$ cat src/rtl/multicycle_control.sv
// Multi-cycle control FSM for a MIPS subset, with request/ready handshakes to both memories.
// Optional performance counters are built when MULTICYCLE_CTRL_PERF_EN is defined.
module multicycle_control #(
  parameter int WIDTH = 32,
  parameter int CNT_W = 32
) (
  input  logic             clk,
  input  logic             reset_n,
  input  logic [WIDTH-1:0] instr,
  input  logic             equal,
  input  logic             im_ready,
  input  logic             dm_ready,
  output logic             im_req,
  output logic             dm_req,
  output logic             dm_we,
  output logic             ir_we,
  output logic             pc_we,
  output logic [1:0]       pc_sel,
  output logic             rf_we,
  output logic [1:0]       rf_wa_sel,
  output logic [1:0]       rf_wd_sel,
  output logic [1:0]       alu_op,
  output logic [1:0]       alu_srcb,
  output logic [2:0]       state,
  output logic [CNT_W-1:0] instr_cnt,
  output logic [CNT_W-1:0] cyc_cnt
);

  typedef enum logic [2:0] {
    S_IDLE   = 3'd0,
    S_FETCH  = 3'd1,
    S_DECODE = 3'd2,
    S_EXEC   = 3'd3,
    S_MEM    = 3'd4,
    S_WB     = 3'd5
  } state_t;

  typedef enum logic [3:0] {
    K_NOP, K_ADDU, K_SUBU, K_ORI, K_LUI, K_LW, K_SW, K_BEQ, K_J, K_JAL, K_JR
  } kind_t;

  state_t state_q, state_d;
  kind_t  kind;
  logic   instr_unused;

  // Only opcode and funct steer control; the rest of the word belongs to the datapath.
  assign instr_unused = ^instr;

  always_comb begin
    kind = K_NOP;
    case (instr[31:26])
      6'h00: begin
        case (instr[5:0])
          6'h21:   kind = K_ADDU;
          6'h23:   kind = K_SUBU;
          6'h08:   kind = K_JR;
          default: kind = K_NOP;
        endcase
      end
      6'h02:   kind = K_J;
      6'h03:   kind = K_JAL;
      6'h04:   kind = K_BEQ;
      6'h0D:   kind = K_ORI;
      6'h0F:   kind = K_LUI;
      6'h23:   kind = K_LW;
      6'h2B:   kind = K_SW;
      default: kind = K_NOP;
    endcase
  end

  // Handshake: im_req/dm_req rise when their state is entered and stay high until the
  // matching ready is seen in that state; ready outside its own state is ignored.
  always_comb begin
    state_d = state_q;
    case (state_q)
      S_IDLE:  state_d = S_FETCH;
      S_FETCH: if (im_ready) state_d = S_DECODE;
      S_DECODE: begin
        case (kind)
          K_J, K_JAL, K_JR, K_NOP: state_d = S_FETCH;
          default:                 state_d = S_EXEC;
        endcase
      end
      S_EXEC: begin
        case (kind)
          K_LW, K_SW: state_d = S_MEM;
          K_BEQ:      state_d = S_FETCH;
          default:    state_d = S_WB;
        endcase
      end
      S_MEM:   if (dm_ready) state_d = (kind == K_LW) ? S_WB : S_FETCH;
      S_WB:    state_d = S_FETCH;
      default: state_d = S_IDLE;
    endcase
  end

  always_ff @(posedge clk or negedge reset_n) begin
    if (!reset_n) state_q <= S_IDLE;
    else          state_q <= state_d;
  end

  always_comb begin
    im_req    = 1'b0;
    dm_req    = 1'b0;
    dm_we     = 1'b0;
    ir_we     = 1'b0;
    pc_we     = 1'b0;
    pc_sel    = 2'd0;
    rf_we     = 1'b0;
    rf_wa_sel = 2'd0;
    rf_wd_sel = 2'd0;
    alu_op    = 2'd0;
    alu_srcb  = 2'd0;
    case (state_q)
      S_FETCH: begin
        im_req = 1'b1;
        ir_we  = im_ready;
        pc_we  = im_ready;
      end
      S_DECODE: begin
        case (kind)
          K_J:   begin pc_we = 1'b1; pc_sel = 2'd2; end
          K_JR:  begin pc_we = 1'b1; pc_sel = 2'd3; end
          K_JAL: begin
            pc_we = 1'b1; pc_sel = 2'd2;
            rf_we = 1'b1; rf_wa_sel = 2'd2; rf_wd_sel = 2'd2;
          end
          default: ;
        endcase
      end
      S_EXEC: begin
        case (kind)
          K_SUBU:     alu_op = 2'd1;
          K_ORI:      begin alu_op = 2'd2; alu_srcb = 2'd1; end
          K_LUI:      begin alu_op = 2'd3; alu_srcb = 2'd1; end
          K_LW, K_SW: alu_srcb = 2'd2;
          K_BEQ:      begin pc_we = equal; pc_sel = 2'd1; end
          default: ;
        endcase
      end
      S_MEM: begin
        // Address computation stays selected so the ALU output is stable for the access.
        dm_req   = 1'b1;
        dm_we    = (kind == K_SW);
        alu_srcb = 2'd2;
      end
      S_WB: begin
        rf_we = 1'b1;
        case (kind)
          K_ADDU, K_SUBU: rf_wa_sel = 2'd1;
          K_LW:           rf_wd_sel = 2'd1;
          default: ;
        endcase
      end
      default: ;
    endcase
  end

  assign state = state_q;

`ifdef MULTICYCLE_CTRL_PERF_EN
  logic [CNT_W-1:0] instr_cnt_q, cyc_cnt_q;
  logic             retire;

  assign retire = (state_d == S_FETCH) && (state_q != S_IDLE) && (state_q != S_FETCH);

  always_ff @(posedge clk or negedge reset_n) begin
    if (!reset_n) begin
      instr_cnt_q <= '0;
      cyc_cnt_q   <= '0;
    end else begin
      if (state_q != S_IDLE) cyc_cnt_q <= cyc_cnt_q + CNT_W'(1);
      if (retire)            instr_cnt_q <= instr_cnt_q + CNT_W'(1);
    end
  end

  assign instr_cnt = instr_cnt_q;
  assign cyc_cnt   = cyc_cnt_q;
`else
  assign instr_cnt = '0;
  assign cyc_cnt   = '0;
`endif

endmodule

$ cat config.mk
export PLATFORM = sky130hd
export DESIGN_NAME = multicycle_control
export DESIGN_NICKNAME = d
export VERILOG_FILES = /design/src/rtl/multicycle_control.sv
export SDC_FILE = /design/constraint.sdc
export NUM_CORES = 1
export LEC_CHECK = 0
export ABC_AREA = 0
export CORE_UTILIZATION = 40
export DETAILED_ROUTE_END_ITERATION = 7
export DONT_BUFFER_PORTS = 1
export PLACE_DENSITY = 0.68
export SLEW_MARGIN = 20
export SYNTH_ARGS = -nofsm -noshare
export SYNTH_HDL_FRONTEND = slang
export SYNTH_SLANG_ARGS = --single-unit
$ cat constraint.sdc
create_clock -name clk -period 2.4 [get_ports clk]
set_clock_uncertainty 0.2 [all_clocks]
set_input_delay 0.48 -clock clk [delete_from_list [all_inputs] [get_ports clk]]
set_output_delay 0.48 -clock clk [all_outputs]
set_load 0.02 [all_outputs]
==> reports/qor.yml, run 1 <==
run_status:
  run_status: "finished with violations"
  violations: "setup timing"
power_and_ir_drop:
  p_leak_uw: 0.000512
  switchingPower_uw: 331
  clockPowerShare_pct: 14.3
  p_per_area_mw_per_mm2: 569
  combPwrFrac_pct: 65.7
  switching_share_pct: 55.8
  peakVddDrop_uv: 487
  seqPwrFrac_pct: 19.9
  p_int_uw: 263
final_layout:
  area_growth_pct: 2.33
  antenna_cells: 0
  utilization_pct: 45.4
  final_area_mm2: 0.00104
  largest_reg_flops: 3
  drive_above_1_share_pct: 26.1
  nets: 195
  fillCellCount: 224
clock_network:
  cts_tree: "built"
  clock_latency_ps: 230
  root_buffer: "clkbuf_4"
  htree_levels: 1
  cts.clk_slew.worst_paths_ps: 40
  clk_path_buf_depth: 2
  cts.sinks: 3
  cts_buffers: 3
synth:
  syn_area_per_cell_um2: 7.28
  yosys-top-cells-count: "buf_4, nand2_1, nor2_1"
  ys_top_cells_by_area: "buf_4, dfrtp_1, nand2_1"
  seq_area_frac_synth_pct: 7.36
  post_synth_instance_area_mm2: 0.00102
  ys_types: 39
  yosys.cell_count.top_type: "buf_4"
  yosysWarnings: 0
  synth_top_area_share_pct: 47.9
  synthArstFlopShare_pct: 100
  synthCells: 140
  synth_edf_count: 0
  synth_area_leader_cell: "buf_4"
  synthFlopType: "dfrtp_1"
  synth_seq_cells: 3
setup_path:
  path_class: "in2out"
  start_kind: "input pin"
  rrSetupSlack_ps: 910
  cp_max_fo: 10
  worstReg2RegEnd: "state[1]"
  crit_arrival_ps: 1880
  ff2ff_path_depth: 5
  crit_path_end: "rf_wa_sel[0]"
  timing.rr.start: "state[1]"
  critPathCaptureType: "primary output"
  worst_ep_required_time_ps: 1720
  cp-startpoint: "instr[30]"
job:
  max_cap_viol_count: 0
floorplanning:
  die_h_um: 52.5
  core_area_mm2: 0.00230
  start_util_pct: 44.4
  dieWidth_um: 52.5
  ios: 120
  die_area_mm2: 0.00276
  rows: 17
grt:
  grt_pass1_vias: 656
  grt_usage_pct: 13.2
  antenna_found_initial: 0
  grt_pass1_wl_um: 2630
  gr-total-overflow: 0
  grt_max_degree: 11
detailed_routing:
  drt-wirelength-per-cell_um: 10.2
  firstDrtPassIters: 4
  drc_errors: 0
  drtIter0Drc: 7
  antenna_left: 0
  vias: 810
  routed_via_density: 4.38
  routed_wl_um: 1890
sta:
  rsz0062_at_grt: "yes"
  finalHoldViolCount: 0
  setup_tns_ps: -970
  fin_ws_ps: -158
  finalSetupViolCount: 8
  fmax_mhz: 391
  finalCritPeriodShare_pct: 107
  slew_viol_final: 0
  period_minus_slack_ps: 2560
worst_hold_path:
  hold_path_class: "in2reg"
  hold_start: "dm_ready"
placed_design:
  hpwl_um: 1610
  place_congestion: 0.827
  dp_slack_ps: -199
  io_buffers: 0
  place_area_um2: 962
[placed cells by master, fill, tap and decap left out, types with 2 or more instances in the layout]
cell type / synthesis / layout
nor4_1: 4 / 4
dfrtp_1: 3 / 2
o22ai_1: 2 / 2
nor2b_1: 3 / 3
or4_4: 1 / 2
or3_1: 2 / 2
buf_4: 65 / 17
nand2_1: 9 / 7
nor2_1: 6 / 6
nand2b_1: 2 / 2
nand3b_1: 2 / 2
nand2_2: 0 / 2
o21ai_0: 5 / 5
or2_2: 2 / 2
clkbuf_4: 0 / 3
inv_1: 3 / 2
nor4_4: 0 / 2
nand4b_1: 2 / 2
o21bai_1: 2 / 2
conb_1: 1 / 64
a21oi_1: 3 / 2
a211o_2: 2 / 2
[kinds of logic after synthesis]
group	count (synthesis)	synth area share, %
buffers and inverters	72	51.3
and+or+nand+nor	43	26.4
other	1	0.368
xor gates and xnor gates	1	0.859
AOI/OAI and AO/OA	20	13.7
DFF	3	7.36
[how the worst min path moves through the flow]
stage,slack (ps),depth (start not counted),end
3_5_place_dp,-20,0,state[0]
3_3_place_gp,-20,0,state[0]
6_report,270,3,state[2]
5_1_grt,280,3,state[2]
4_1_cts,270,3,state[2]
2_1_floorplan,-20,0,state[0]
[worst max-delay path, cell delays in order]
cell and delay [ps]:
or4_4 560, nor4_4 260, a211o_2 190, xnor2_2 80, nor4_4 120, buf_4 180
[area by class of cell]
| type | instances | area [µm²] | share of cell area [%] |
|---|---|---|---|
| clock buffer | 4 | 26.3 | 2.52 |
| timing repair buffer | 19 | 149 | 14.3 |
| tap | 28 | 35.0 | 3.36 |
| inverter | 3 | 16.3 | 1.56 |
| sequential | 3 | 76.3 | 7.31 |
| multi-input combinational | 128 | 741 | 71.0 |
[power groups by stage]
stage | Clock [µW] | Combinational [µW] | Sequential (µW)
finish | 85.0 | 390 | 118
global route | 100 | 425 | 124
CTS | 89.4 | 392 | 117
detailed placement | 0 | 378 | 118
global placement | 0 | 375 | 117
floorplan | 0 | 361 | 132
[through the flow]
stage                     cells  total power, µW  hold slack (ps)
final                       185              594              268
after global routing        185              649              277
after CTS                   185              598              268
after detailed placement    179              496            -15.5
after global placement      179              492            -15.5
after floorplan             203              493            -15.6
[layer usage]
layer / wire [µm] / vias up / GRT usage [%]
met5: 0 / - / 0
met4: 25 / 0 / 10.1
met3: 246 / 4 / 4.93
met2: 1000 / 68 / 23.0
met1: 616 / 358 / 12.4
li1: - / 380 / -
[timing repair]
item | in CTS | in global routing
hold buffers | 1 | 0
endpoints found under the setup margin | 8 | 9
setup buffers | 1 | 0
pin swaps | 6 | 0
resized for setup | 7 | 2
cloned | 0 | 0
endpoints found under the hold margin | 3 | 0
Note: power is estimated with default switching activity, not from simulation.
==> inputs of run 2 (changes only) <==
--- a/config.mk
+++ b/config.mk
@@ -5,11 +5,11 @@
 export SDC_FILE = /design/constraint.sdc
 export NUM_CORES = 1
 export LEC_CHECK = 0
-export ABC_AREA = 0
-export CORE_UTILIZATION = 40
+export ABC_AREA = 1
+export CORE_UTILIZATION = 49
 export DETAILED_ROUTE_END_ITERATION = 7
 export DONT_BUFFER_PORTS = 1
-export PLACE_DENSITY = 0.68
+export PLACE_DENSITY = 0.78
 export SLEW_MARGIN = 20
 export SYNTH_ARGS = -nofsm -noshare
 export SYNTH_HDL_FRONTEND = slang
==> run 2 against run 1 <==
Compared with the run above:
- the flow now finishes without violations
- synthesized cell count increased by 21%
- critical endpoint is now alu_srcb[1]
- first-iteration DRC count increased by 100%
- clock power increased by 5.1%
==> reports/qor.yml, run 2 <==
run_status:
  run_status: "completed"
sta:
  slew_viol_final: 0
  setup_tns_ps: 0
  finalSetupViolCount: 0
  finalCritPeriodShare_pct: 95.3
  finalHoldViolCount: 0
  fin_ws_ps: 113
  rsz0062_at_grt: "no"
  period_minus_slack_ps: 2290
  fmax_mhz: 437
detailed_routing:
  routed_via_density: 3.98
  vias: 840
  routed_wl_um: 1630
  drt-wirelength-per-cell_um: 7.73
  antenna_left: 0
  firstDrtPassIters: 4
  drtIter0Drc: 14
  drc_errors: 0
grt:
  grt_pass1_wl_um: 2330
  grt_pass1_vias: 627
  grt_usage_pct: 13.9
  grt_max_degree: 7
  antenna_found_initial: 0
  gr-total-overflow: 0
floorplanning:
  core_area_mm2: 0.00196
  dieWidth_um: 47.8
  start_util_pct: 52.4
  ios: 120
  rows: 16
  die_h_um: 47.8
  die_area_mm2: 0.00228
final_layout:
  fillCellCount: 219
  layout.cells.most_common_list: "conb_1, nor2_1, inv_1"
  final_cells: 211
  nets: 222
  largest_reg_flops: 3
  area_growth_pct: -8.40
  drive_above_1_share_pct: 14.7
  antenna_cells: 0
  final_area_um2: 941
  layout_commonest_cell: "conb_1"
synth:
  yosys.cell_count.top_type: "buf_4"
  post_synth_instance_area_mm2: 0.00103
  synthFlopType: "dfrtp_1"
  synthArstFlopShare_pct: 100
  synth_seq_cells: 3
  seq_area_frac_synth_pct: 7.31
  ys_top_cells_by_area: "buf_4, nor2_1, dfrtp_1"
  synth_area_leader_cell: "buf_4"
  yosys-top-cells-count: "buf_4, nor2_1, inv_1"
  yosysWarnings: 0
  ys_types: 21
  synth_top_area_share_pct: 47.5
  syn_area_per_cell_um2: 6.04
  synthCells: 170
  synth_edf_count: 0
clock_network:
  cts.sinks: 3
  clk_path_buf_depth: 2
  root_buffer: "clkbuf_4"
  cts.clk_slew.worst_paths_ps: 40
  cts_buffers: 3
  clock_latency_ps: 230
  htree_levels: 1
  cts_setup_buffers: 0
  cts_tree: "built"
setup_path:
  crit_chain: "inv_1, nand2_1, nor2_2, inv_1, o21ai_0, buf_4"
  path_class: "reg2out"
  start_kind: "flop"
  path_common_cell: "inv_1"
  critPathMaxStageDelay_ps: 470
  critPathCaptureType: "primary output"
  cp_max_fo: 6
  cpMaxStageDelayCell: "dfrtp_1"
  worst_ep_required_time_ps: 1720
  crit_arrival_ps: 1610
placed_design:
  place_congestion: 0.759
  place_area_um2: 895
  post-place-cells: 206
  hpwl_um: 1410
  dp_slack_ps: 253
  io_buffers: 0
worst_hold_path:
  hold_path_class: "in2reg"
job:
  max_cap_viol_count: 0
power_and_ir_drop:
  peakVddDrop_uv: 379
  seqPwrFrac_pct: 21.1
  clockPowerShare_pct: 14.0
  switching_share_pct: 60.1
  p_int_uw: 255
  p_leak_uw: 0.000565
  p_per_area_mw_per_mm2: 679
  combPwrFrac_pct: 65.0
  switchingPower_uw: 384
==> run 2: cell types whose count changed after synthesis, moves of 3 or more <==
cell     delta
nand3_1    +13
nor2_1     +19
nand2_1     +8
nor4_1      -4
nor2b_1     -3
inv_1      +16
==> run 2: worst max-delay path, delay by kind of cell, from the launching register on <==
family | cells | cell delay [ps]
AOI/OAI and AO/OA | 1 | 200
and+or+nand+nor | 2 | 250
buffers and inverters | 3 | 450
DFF | 1 | 470
==> run 2: cells by family after synthesis <==
logic type | after synthesis | synth area share (%)
AO/OA/AOI/OAI | 14 | 7.55
buffers and inverters | 85 | 54.8
flip-flops | 3 | 7.31
other | 1 | 0.365
AND/OR/NAND/NOR | 67 | 30.0
==> run 2: what timing repair did <==
action,in CTS,in global routing
gates resized for setup,0,3
setup endpoints to repair,0,6
hold buffers,1,0
endpoints found under the hold margin,3,0
==> run 2: cell type report <==
type / count / area, µm² / share of cell area, %
multi-input combinational: 145 / 638 / 67.8
timing repair buffer: 12 / 92.6 / 9.84
sequential: 3 / 75.1 / 7.98
inverter: 20 / 75.1 / 7.98
tap: 27 / 33.8 / 3.59
clock buffer: 4 / 26.3 / 2.79
==> run 2: worst paths after layout <==
| kind | start | end | slack [ps] | cells past startpoint |
|---|---|---|---|---|
| max in group asynchronous | reset_n | state[0] | 1560 | 1 |
| max reg2reg | state[2] | state[0] | 760 | 6 |
| min reg2reg | state[1] | state[1] | 490 | 3 |
| max | state[2] | alu_srcb[1] | 110 | 6 |
| min | dm_ready | state[2] | 270 | 2 |
| min in group asynchronous | reset_n | state[2] | 300 | 1 |
==> run 2: per-layer routing <==
| layer | wire, µm | part of all wire (%) | vias up | GRT usage, % |
|---|---|---|---|---|
| met4 | 10 | 0.61 | 0 | 3.89 |
| met1 | 590 | 36 | 360 | 16.6 |
| met3 | 181 | 11 | 2 | 3.40 |
| met5 | 0 | 0 | - | 0 |
| li1 | - | - | 426 | - |
| met2 | 849 | 52 | 52 | 24.6 |
==> run 2: stage by stage <==
stage / hold WS, ps / util (%) / power [µW]
2_1_floorplan: -15.6 / - / 515
5_1_grt: 292 / 48.0 / 695
4_1_cts: 266 / 47.4 / 627
3_3_place_gp: -15.5 / 45.6 / 529
3_5_place_dp: -15.5 / 45.6 / 534
6_report: 266 / 48.0 / 639
==> run 2: power by group through the flow <==
stage / clock network, µW / logic, µW / registers [µW]
detailed placement: 0 / 401 / 133
CTS: 89.9 / 405 / 132
floorplan: 0 / 380 / 135
global route: 100 / 457 / 138
global placement: 0 / 397 / 133
finish: 89.3 / 415 / 135
==> inputs of run 3 (changes only) <==
--- a/config.mk
+++ b/config.mk
@@ -7,6 +7,7 @@
 export LEC_CHECK = 0
 export ABC_AREA = 1
 export CORE_UTILIZATION = 49
+export CTS_CLUSTER_SIZE = 8
 export DETAILED_ROUTE_END_ITERATION = 7
 export DONT_BUFFER_PORTS = 1
 export PLACE_DENSITY = 0.78
==> results of run 3 <==
No change in the layout: final DEF, timing and power equal those of run 2.
